**src/rtl/hyper_reg_sequencer.sv**
```systemverilog
// hyper_reg_sequencer: programs a boot table of hyperbus controller
// registers, then round-robin arbitrates NumMasters regbus masters onto the
// single controller configuration port, with a per-access timeout.
module hyper_reg_sequencer #(
  parameter int unsigned                NumMasters    = 2,
  parameter int unsigned                NumInit       = 4,
  parameter logic [NumInit-1:0][31:0]   InitAddr      = '0,
  parameter logic [NumInit-1:0][31:0]   InitData      = '0,
  parameter int unsigned                TimeoutCycles = 255
) (
  input  logic                         sys_clk,
  input  logic                         rst_n,
  input  logic [NumMasters-1:0]        mst_valid_i,
  input  logic [NumMasters-1:0]        mst_write_i,
  input  logic [NumMasters-1:0][31:0]  mst_addr_i,
  input  logic [NumMasters-1:0][31:0]  mst_wdata_i,
  input  logic [NumMasters-1:0][3:0]   mst_wstrb_i,
  output logic [NumMasters-1:0]        mst_ready_o,
  output logic [31:0]                  mst_rdata_o,
  output logic                         mst_error_o,
  output logic                         reg_valid_o,
  output logic                         reg_write_o,
  output logic [31:0]                  reg_addr_o,
  output logic [31:0]                  reg_wdata_o,
  output logic [3:0]                   reg_wstrb_o,
  input  logic                         reg_ready_i,
  input  logic [31:0]                  reg_rdata_i,
  input  logic                         reg_error_i,
  output logic                         init_done_o,
  output logic                         init_error_o,
  output logic                         busy_o
);

  typedef enum logic [2:0] {
    S_INIT_REQ,
    S_INIT_WAIT,
    S_IDLE,
    S_ACCESS,
    S_RESP
  } state_e;

  localparam int unsigned PW          = (NumMasters > 1) ? $clog2(NumMasters) : 1;
  localparam int unsigned IW          = $clog2(NumInit + 2);
  localparam state_e      ResetState  = (NumInit > 0) ? S_INIT_REQ : S_IDLE;
  localparam logic        ResetBusy   = (NumInit > 0);
  localparam logic        ResetDone   = (NumInit == 0);
  localparam logic [15:0] TimeoutLast = 16'(TimeoutCycles - 1);
  localparam logic [IW-1:0] InitLast  = IW'(NumInit - 1);
  localparam logic [PW-1:0] PtrLast   = PW'(NumMasters - 1);

  state_e                  state_q, state_d;
  logic [IW-1:0]           k_q, k_d;
  logic [15:0]             cnt_q, cnt_d;
  logic [PW-1:0]           p_q, p_d;
  logic [NumMasters-1:0]   grant_q, grant_d;
  logic                    reg_valid_q, reg_valid_d;
  logic                    reg_write_q, reg_write_d;
  logic [31:0]             reg_addr_q, reg_addr_d;
  logic [31:0]             reg_wdata_q, reg_wdata_d;
  logic [3:0]              reg_wstrb_q, reg_wstrb_d;
  logic [NumMasters-1:0]   mst_ready_q, mst_ready_d;
  logic [31:0]             mst_rdata_q, mst_rdata_d;
  logic                    mst_error_q, mst_error_d;
  logic                    init_done_q, init_done_d;
  logic                    init_error_q, init_error_d;
  logic                    busy_q, busy_d;

  logic [31:0]             init_addr, init_data;
  logic                    arb_found;
  logic [PW-1:0]           arb_idx;
  logic [NumMasters-1:0]   arb_oh;
  logic                    sel_write;
  logic [31:0]             sel_addr, sel_wdata;
  logic [3:0]              sel_wstrb;
  logic                    timeout_hit;

  // Boot table entry for the current init index; empty table has no entries.
  if (NumInit > 0) begin : g_init_tbl
    always_comb begin
      init_addr = '0;
      init_data = '0;
      for (int i = 0; i < NumInit; i++) begin
        if (k_q == IW'(i)) begin
          init_addr = InitAddr[i];
          init_data = InitData[i];
        end
      end
    end
  end else begin : g_no_init_tbl
    assign init_addr = '0;
    assign init_data = '0;
  end

  // Round-robin pick: first requester at or above the pointer, else the
  // lowest requester (wrap), then mux that master's request fields.
  always_comb begin
    arb_found = 1'b0;
    arb_idx   = '0;
    arb_oh    = '0;
    sel_write = 1'b0;
    sel_addr  = '0;
    sel_wdata = '0;
    sel_wstrb = '0;
    for (int i = 0; i < NumMasters; i++) begin
      if (!arb_found && mst_valid_i[i] && (PW'(i) >= p_q)) begin
        arb_found = 1'b1;
        arb_idx   = PW'(i);
      end
    end
    for (int i = 0; i < NumMasters; i++) begin
      if (!arb_found && mst_valid_i[i]) begin
        arb_found = 1'b1;
        arb_idx   = PW'(i);
      end
    end
    for (int i = 0; i < NumMasters; i++) begin
      if (arb_found && (arb_idx == PW'(i))) begin
        arb_oh[i] = 1'b1;
        sel_write = mst_write_i[i];
        sel_addr  = mst_addr_i[i];
        sel_wdata = mst_wdata_i[i];
        sel_wstrb = mst_wstrb_i[i];
      end
    end
  end

  // Next-state and next-output computation for the sequencer FSM.
  always_comb begin
    state_d      = state_q;
    k_d          = k_q;
    cnt_d        = cnt_q;
    p_d          = p_q;
    grant_d      = grant_q;
    reg_valid_d  = reg_valid_q;
    reg_write_d  = reg_write_q;
    reg_addr_d   = reg_addr_q;
    reg_wdata_d  = reg_wdata_q;
    reg_wstrb_d  = reg_wstrb_q;
    mst_ready_d  = mst_ready_q;
    mst_rdata_d  = mst_rdata_q;
    mst_error_d  = mst_error_q;
    init_done_d  = init_done_q;
    init_error_d = init_error_q;
    // Ready in the limit cycle takes precedence over the timeout.
    timeout_hit  = !reg_ready_i && (cnt_q == TimeoutLast);

    case (state_q)
      S_INIT_REQ: begin
        reg_valid_d = 1'b1;
        reg_write_d = 1'b1;
        reg_wstrb_d = 4'hF;
        reg_addr_d  = init_addr;
        reg_wdata_d = init_data;
        cnt_d       = '0;
        state_d     = S_INIT_WAIT;
      end
      S_INIT_WAIT: begin
        if (reg_ready_i || timeout_hit) begin
          reg_valid_d = 1'b0;
          if (!reg_ready_i || reg_error_i) begin
            init_error_d = 1'b1;
          end
          k_d = k_q + 1'b1;
          if (k_q == InitLast) begin
            init_done_d = 1'b1;
            state_d     = S_IDLE;
          end else begin
            state_d = S_INIT_REQ;
          end
        end else begin
          cnt_d = cnt_q + 16'd1;
        end
      end
      S_IDLE: begin
        if (arb_found) begin
          grant_d     = arb_oh;
          reg_valid_d = 1'b1;
          reg_write_d = sel_write;
          reg_addr_d  = sel_addr;
          reg_wdata_d = sel_wdata;
          reg_wstrb_d = sel_wstrb;
          cnt_d       = '0;
          p_d         = (arb_idx == PtrLast) ? '0 : arb_idx + 1'b1;
          state_d     = S_ACCESS;
        end
      end
      S_ACCESS: begin
        if (reg_ready_i) begin
          reg_valid_d = 1'b0;
          mst_rdata_d = reg_rdata_i;
          mst_error_d = reg_error_i;
          mst_ready_d = grant_q;
          state_d     = S_RESP;
        end else if (timeout_hit) begin
          reg_valid_d = 1'b0;
          mst_rdata_d = '0;
          mst_error_d = 1'b1;
          mst_ready_d = grant_q;
          state_d     = S_RESP;
        end else begin
          cnt_d = cnt_q + 16'd1;
        end
      end
      S_RESP: begin
        mst_ready_d = '0;
        mst_rdata_d = '0;
        mst_error_d = 1'b0;
        state_d     = S_IDLE;
      end
      default: begin
        state_d = S_IDLE;
      end
    endcase

    busy_d = (state_d != S_IDLE);
  end

  // All state and outputs registered; reset is asynchronous and high-true.
  always_ff @(posedge sys_clk or posedge rst_n) begin
    if (rst_n) begin
      state_q      <= ResetState;
      k_q          <= '0;
      cnt_q        <= '0;
      p_q          <= '0;
      grant_q      <= '0;
      reg_valid_q  <= 1'b0;
      reg_write_q  <= 1'b0;
      reg_addr_q   <= '0;
      reg_wdata_q  <= '0;
      reg_wstrb_q  <= '0;
      mst_ready_q  <= '0;
      mst_rdata_q  <= '0;
      mst_error_q  <= 1'b0;
      init_done_q  <= ResetDone;
      init_error_q <= 1'b0;
      busy_q       <= ResetBusy;
    end else begin
      state_q      <= state_d;
      k_q          <= k_d;
      cnt_q        <= cnt_d;
      p_q          <= p_d;
      grant_q      <= grant_d;
      reg_valid_q  <= reg_valid_d;
      reg_write_q  <= reg_write_d;
      reg_addr_q   <= reg_addr_d;
      reg_wdata_q  <= reg_wdata_d;
      reg_wstrb_q  <= reg_wstrb_d;
      mst_ready_q  <= mst_ready_d;
      mst_rdata_q  <= mst_rdata_d;
      mst_error_q  <= mst_error_d;
      init_done_q  <= init_done_d;
      init_error_q <= init_error_d;
      busy_q       <= busy_d;
    end
  end

  assign mst_ready_o  = mst_ready_q;
  assign mst_rdata_o  = mst_rdata_q;
  assign mst_error_o  = mst_error_q;
  assign reg_valid_o  = reg_valid_q;
  assign reg_write_o  = reg_write_q;
  assign reg_addr_o   = reg_addr_q;
  assign reg_wdata_o  = reg_wdata_q;
  assign reg_wstrb_o  = reg_wstrb_q;
  assign init_done_o  = init_done_q;
  assign init_error_o = init_error_q;
  assign busy_o       = busy_q;

endmodule

```
**config.mk**
```make
export PLATFORM = sky130hd
export DESIGN_NAME = hyper_reg_sequencer
export DESIGN_NICKNAME = d
export VERILOG_FILES = /design/src/rtl/hyper_reg_sequencer.sv
export SDC_FILE = /design/constraint.sdc
export NUM_CORES = 1
export LEC_CHECK = 0
export CAP_MARGIN = 5
export CORE_AREA = 4 4 110 133
export CTS_BUF_LIST = sky130_fd_sc_hd__clkbuf_16
export CTS_CLUSTER_SIZE = 10
export DETAILED_ROUTE_END_ITERATION = 8
export DIE_AREA = 0 0 114 137
export HOLD_SLACK_MARGIN = 0.15
export PLACE_DENSITY_LB_ADDON = 0.12
export RECOVER_POWER = 25
export SETUP_SLACK_MARGIN = 0.1
export SYNTH_ARGS = -nofsm -noshare
export SYNTH_HDL_FRONTEND = slang
export SYNTH_SLANG_ARGS = --single-unit
```
**constraint.sdc**
```tcl
create_clock -name sys_clk -period 6.8 [get_ports sys_clk]
set_input_delay 1.36 -clock sys_clk [delete_from_list [all_inputs] [get_ports sys_clk]]
set_output_delay 1.36 -clock sys_clk [all_outputs]
set_load 0.02 [all_outputs]
```
; ---- Yosys cells after proc, flatten, opt, wreduce, memory -nomap -nowiden
; Cells that the tools add are included.
[word_totals]
regBits = 133
input_bits = 176
[classes]
n_addsub = 3
magnitude_cmp = 2
eq_ne = 13
mux = 51
n_bitwise = 1
n_reduce_logical = 26
[op_table]
columns = operator, count
row1 = 32-bit 2-to-1 mux, 8
row2 = 32-bit case mux with 2 select lines, 3
row3 = 16-bit 2-to-1 mux, 4
row4 = 16-bit case mux with 4 select lines, 1
row5 = 1-bit 2-to-1 mux, 19
row6 = 16-bit by 1-bit adder with 16-bit output (second input constant), 1
row7 = 16-bit by 8-bit == test with 1-bit output (second input constant), 1
row8 = 3-bit 2-to-1 mux, 4
row9 = 4-bit 2-to-1 mux, 3
row10 = 3-bit case mux with 4 select lines, 1
row11 = 2-bit != test (second input constant), 5
row12 = 3-bit by 2-bit == test with 1-bit output (second input constant), 3
row13 = 1-bit logical AND, 8
row14 = 4-bit case mux with 2 select lines, 1
row15 = 2-bit AND reduction, 4
row16 = 2-bit 2-to-1 mux, 3
row17 = 3-bit AND reduction, 2
row18 = 5-bit AND reduction, 1
row19 = 1-bit logical NOT, 4
row20 = 1-bit case mux with 2 select lines, 2
row21 = 1-bit case mux with 4 select lines, 1
row22 = 2-bit case mux with 2 select lines, 1
row23 = 4-bit AND reduction, 1
row24 = 2-bit nonzero test, 2
row25 = 11 further kinds, 13

; ---- Depth between registers and ports, before layout
[logic_depth]
depth_word = 19
mapped_depth = 10
ltp_nobuf = 9

; ---- Worst setup path after synthesis
; Ideal clock, no wire load.
[synth_timing]
kind = input port to flip-flop
from = in mst_valid_i[1]
to = reg reg_addr_q[17], in the netlist reg_addr_o[17]
setup_ps = 83
t_arrival_ps = 2511
t_required_ps = 6717
path_slack_ps = 4206
stages = 6
path_buffers = 3
cell_sequence = clkbuf_1 > a21boi_1 > buf_2 > buf_2 > a22oi_1 > o21ai_0
[synth_between]
elab_chain_cells = 15
[synth_rtl]
columns = item, line_no
row1 = start: declaration, 13  ; input logic [NumMasters-1:0] mst_valid_i,
row2 = 1-bit logical AND (2 in series), 105  ; if (!arb_found && mst_valid_i[i] && (PW'(i) >= p_q)) begin
row3 = 1-bit 2-to-1 mux, 105
row4 = 1-bit logical NOT, 111  ; if (!arb_found && mst_valid_i[i]) begin
row5 = 1-bit logical AND, 111
row6 = 1-bit 2-to-1 mux, 111
row7 = 1-bit logical NOT, 111
row8 = 1-bit logical AND, 111
row9 = 1-bit 2-to-1 mux, 111
row10 = 1-bit NOT, 117  ; if (arb_found && (arb_idx == PW'(i))) begin
row11 = 1-bit logical AND, 117
row12 = 32-bit 2-to-1 mux (2 in series), 117
row13 = 32-bit 2-to-1 mux, 175  ; if (arb_found) begin
row14 = 32-bit case mux with 2 select lines, 147  ; case (state_q)
row15 = end signal: assignment, 245  ; reg_addr_q <= reg_addr_d;
row16 = end: declaration, 58  ; logic [31:0] reg_addr_q, reg_addr_d;
; Parallel ways exist; a longest one is shown, timed or not. The select of a mux whose other input is x is not followed.
; A chain may end at the register's enable or synchronous reset.

==> impl_metrics.yaml <==
status:
  outcome: "finished with violations"
  violations: "max-capacitance violations, max-slew violations"
pwr:
  leakage_nw: 3.93
  combPwrFrac: 0.416
  seqPwrFrac: 0.338
  p_sw_frac: 0.363
  p_int_mw: 2.33
  power_switching_mw: 1.33
  pwr_density_cell_nw_per_um2: 393
  p_clk_frac: 0.246
  ir_drop_mv: 0.241
synthesis:
  synth_xor_area_frac: 0.0181
  synth_compound_area_frac: 0.251
  ys_seq_area_frac: 0.574
  synth_fa_ha_area_frac: 0.00863
  yosys_warnings: 0
  synth_area_sq_um: 5800
  syn_inst: 542
  syn-num-nets: 722
  synthMuxAreaShare: 0.00389
  synth.distinct_cells: 49
  synth_top_family_by_area: "compound AO/OA/AOI/OAI gates"
  synth_area_per_cell_sq_um: 10.7
  yosys.area_share.simple: 0.105
  synth-seq-cells: 133
timing:
  fmax_mhz: 227
  hold_viol_final: 0
  setup_tns_ns: 0
  drv_slew: 90
  rsz0062_at_grt: "no"
  fin_ws_ns: 2.39
  setup_viol: 0
  tightest_slew_ns: 3.86
  fin_crit_ns: 4.41
  timing.slew.headroom: -1.59
  finClkSkew_ns: 0.00562
  post-route-period-util: 0.648
placed_design:
  placed_cell_area_sq_um: 8750
  placed_cells: 956
  numPortBuffers: 283
  hpwl_microns: 14200
  gp_congestion: 0.818
  place_ws_ns: 2.98
setup_path:
  critPathKind: "in2async"
  startpoint_type: "input pin"
  end_kind: "asynchronous set/reset pin"
  path_max_fanout: 89
  reg2reg_depth: 9
  arrival_ns: 4.91
  cp.required_ns: 7.30
cts:
  clk_latency_ns: 0.41
  cts_made_buffers: 17
  cts_hold_buf: 0
  path_clk_slew_ns: 0.05
  cts_setup_buffers: 0
  cts_tree: "built"
  clkSinkCount: 133
  root_buffer: "clkbuf_16"
  cts-htree-levels: 4
  cts_resized: 0
  clock_path_buffers: 2
route:
  wl_met1_microns: 6970
  drt_iter0_drc: 359
  vias: 5310
  dr.pass1.iters: 4
  ant_nets: 0
  dr.max_layer_used: "met4"
  route.met3.wl_microns: 1580
  drc: 0
  viasPerCell: 5.38
  wl_met2_microns: 9940
  drt-total-wl_microns: 19100
  avgRoutedWirePerCell_microns: 19.3
final_layout:
  final_nets: 987
  antenna_cells: 0
  utilization: 0.703
  n_fill_cell: 1035
  syn2layout_area_growth_pct: 60.6
  fin_area_sq_um: 9310
  final_cells: 987
  drive_above_1_share: 0.0684
global_route:
  globalRoute.totalOverflow: 0
  antenna_found_initial: 0
  grt_pass1_wl_microns: 29700
  track_usage: 0.246
  grt_pass1_vias: 5664
  grt_max_degree: 90
worst_hold_path:
  hold_path_depth: 1
  hold_path.class: "reg2reg"
floorplanning:
  initial_core_util: 0.438
  die_x_microns: 114
  pin_count: 284
  dieArea_sq_um: 15600
  die_h_microns: 137
  coreArea_sq_um: 13200
  rows: 46
flow_run:
  maxCapViolCount: 1
## cell type report
type	count	area [sq um]	area share
Multi-Input combinational cell	358	2270	0.244
Sequential cell	133	3330	0.358
Timing Repair Buffer	289	2880	0.309
Clock inverter	14	163	0.0175
Clock buffer	17	425	0.0457
Tap cell	168	210	0.0226
Inverter	8	31.3	0.00336
## Yosys cell counts, drive strengths merged
cell type	n	share of area
dfrtp	132	0.57
nand2	80	0.052
o21ai	80	0.069
a22oi	65	0.084
a22o	33	0.050
clkbuf	32	0.021
nor2	21	0.015
xor2	12	0.018
buf	11	0.013
inv	8	0.0052
nor3	8	0.0086
a21oi	5	0.0063
a221oi	5	0.0076
ha	4	0.0086
o2111ai	4	0.0060
o211ai	4	0.0052
and3	3	0.0032
nand2b	3	0.0032
nor4b	3	0.0082
a21boi	2	0.0026
mux2	2	0.0039
nand3	2	0.0017
nor3b	2	0.0026
o21a	2	0.0026
o221a	2	0.0039
or3	2	0.0022
a211o	1	0.0015
a211oi	1	0.0013
a21o	1	0.0013
a31o	1	0.0015
a31oi	1	0.0011
a41oi	1	0.0047
and2	1	0.0011
and4	1	0.0015
and4bb	1	0.0022
dfstp	1	0.0045
nand4	1	0.0011
nor4	1	0.0011
o31a	1	0.0015
o31ai	1	0.0013
or2	1	0.0011
## metrics by stage
step	hold slack, ns	power (mW)
final	0.465	3.65
after detailed placement	0.451	2.77
after floorplan	0.448	2.01
after global routing	0.493	3.86
after CTS	0.466	3.69
after global placement	0.442	2.73
## registers in the layout (all words and copies together) (netlist names)
name          cells
mst_error_o       1
reg_wstrb_o       4
state_q           3
grant_q           2
cnt_q            16
reg_valid_o       1
k_q               3
init_done_o       1
mst_rdata_o      32
reg_addr_o       32
init_error_o      1
reg_write_o       1
busy_o            1
reg_wdata_o      32
mst_ready_o       2
p_q               1
## cell usage in the layout, fill, tap and decap left out, drive strengths merged, types with 3 or more instances in the layout
cell type	instances
clkinvlp	4
o2111ai	4
nand2	80
dfrtp	132
inv	7
bufinv	3
clkinv	8
nand2b	3
a22o	33
dlygate4sd3	3
a21oi	5
nor3	8
nor2	21
buf	6
and3	3
ha	4
a22oi	65
o211ai	4
clkdlybuf4s50	280
xor2	12
o21ai	80
a221oi	5
clkbuf	17
nor4b	3
## logic make-up after synthesis
kind of cell,Yosys count
DFF,133
AOI/OAI and AO/OA,210
buffers and inverters,51
muxes,2
adders and majority gates,4
xor gates and xnor gates,12
and+or+nand+nor,130
## metal layers
metal  global-route usage  vias up
met2                0.426      238
li1                     -     2517
met1                0.273     2511
met4               0.0944        0
met5                    0        -
met3               0.0933       44
## worst max-delay path: stages
cell and delay, ns:
dlygate4sd3_1 0.55, clkinvlp_2 2.18, buf_4 0.77
## path summary, 6_finish.rpt
path / startpoint / endpoint / slack (ns)
max: rst_n / reg_addr_o[10]$_DFFE_PP0P_ / 2.39
min: init_error_o$_DFFE_PP0P_ / init_error_o$_DFFE_PP0P_ / 0.46
max reg2reg: cnt_q[0]$_DFFE_PP0P_ / mst_rdata_o[11]$_DFFE_PP0P_ / 3.72
min reg2reg: init_error_o$_DFFE_PP0P_ / init_error_o$_DFFE_PP0P_ / 0.46
max in group sys_clk: reg_ready_i / mst_rdata_o[11]$_DFFE_PP0P_ / 2.97
min in group asynchronous: rst_n / mst_rdata_o[0]$_DFFE_PP0P_ / 2.58
## power groups by stage
stage | sequential (mW) | combinational [mW] | clock (mW)
after floorplan | 1.49 | 0.513 | 0
after global placement | 1.23 | 1.50 | 0
after detailed placement | 1.24 | 1.53 | 0
after CTS | 1.23 | 1.54 | 0.915
after global routing | 1.27 | 1.63 | 0.955
final | 1.23 | 1.52 | 0.901
No activity file was read; power rests on OpenSTA's default activity.
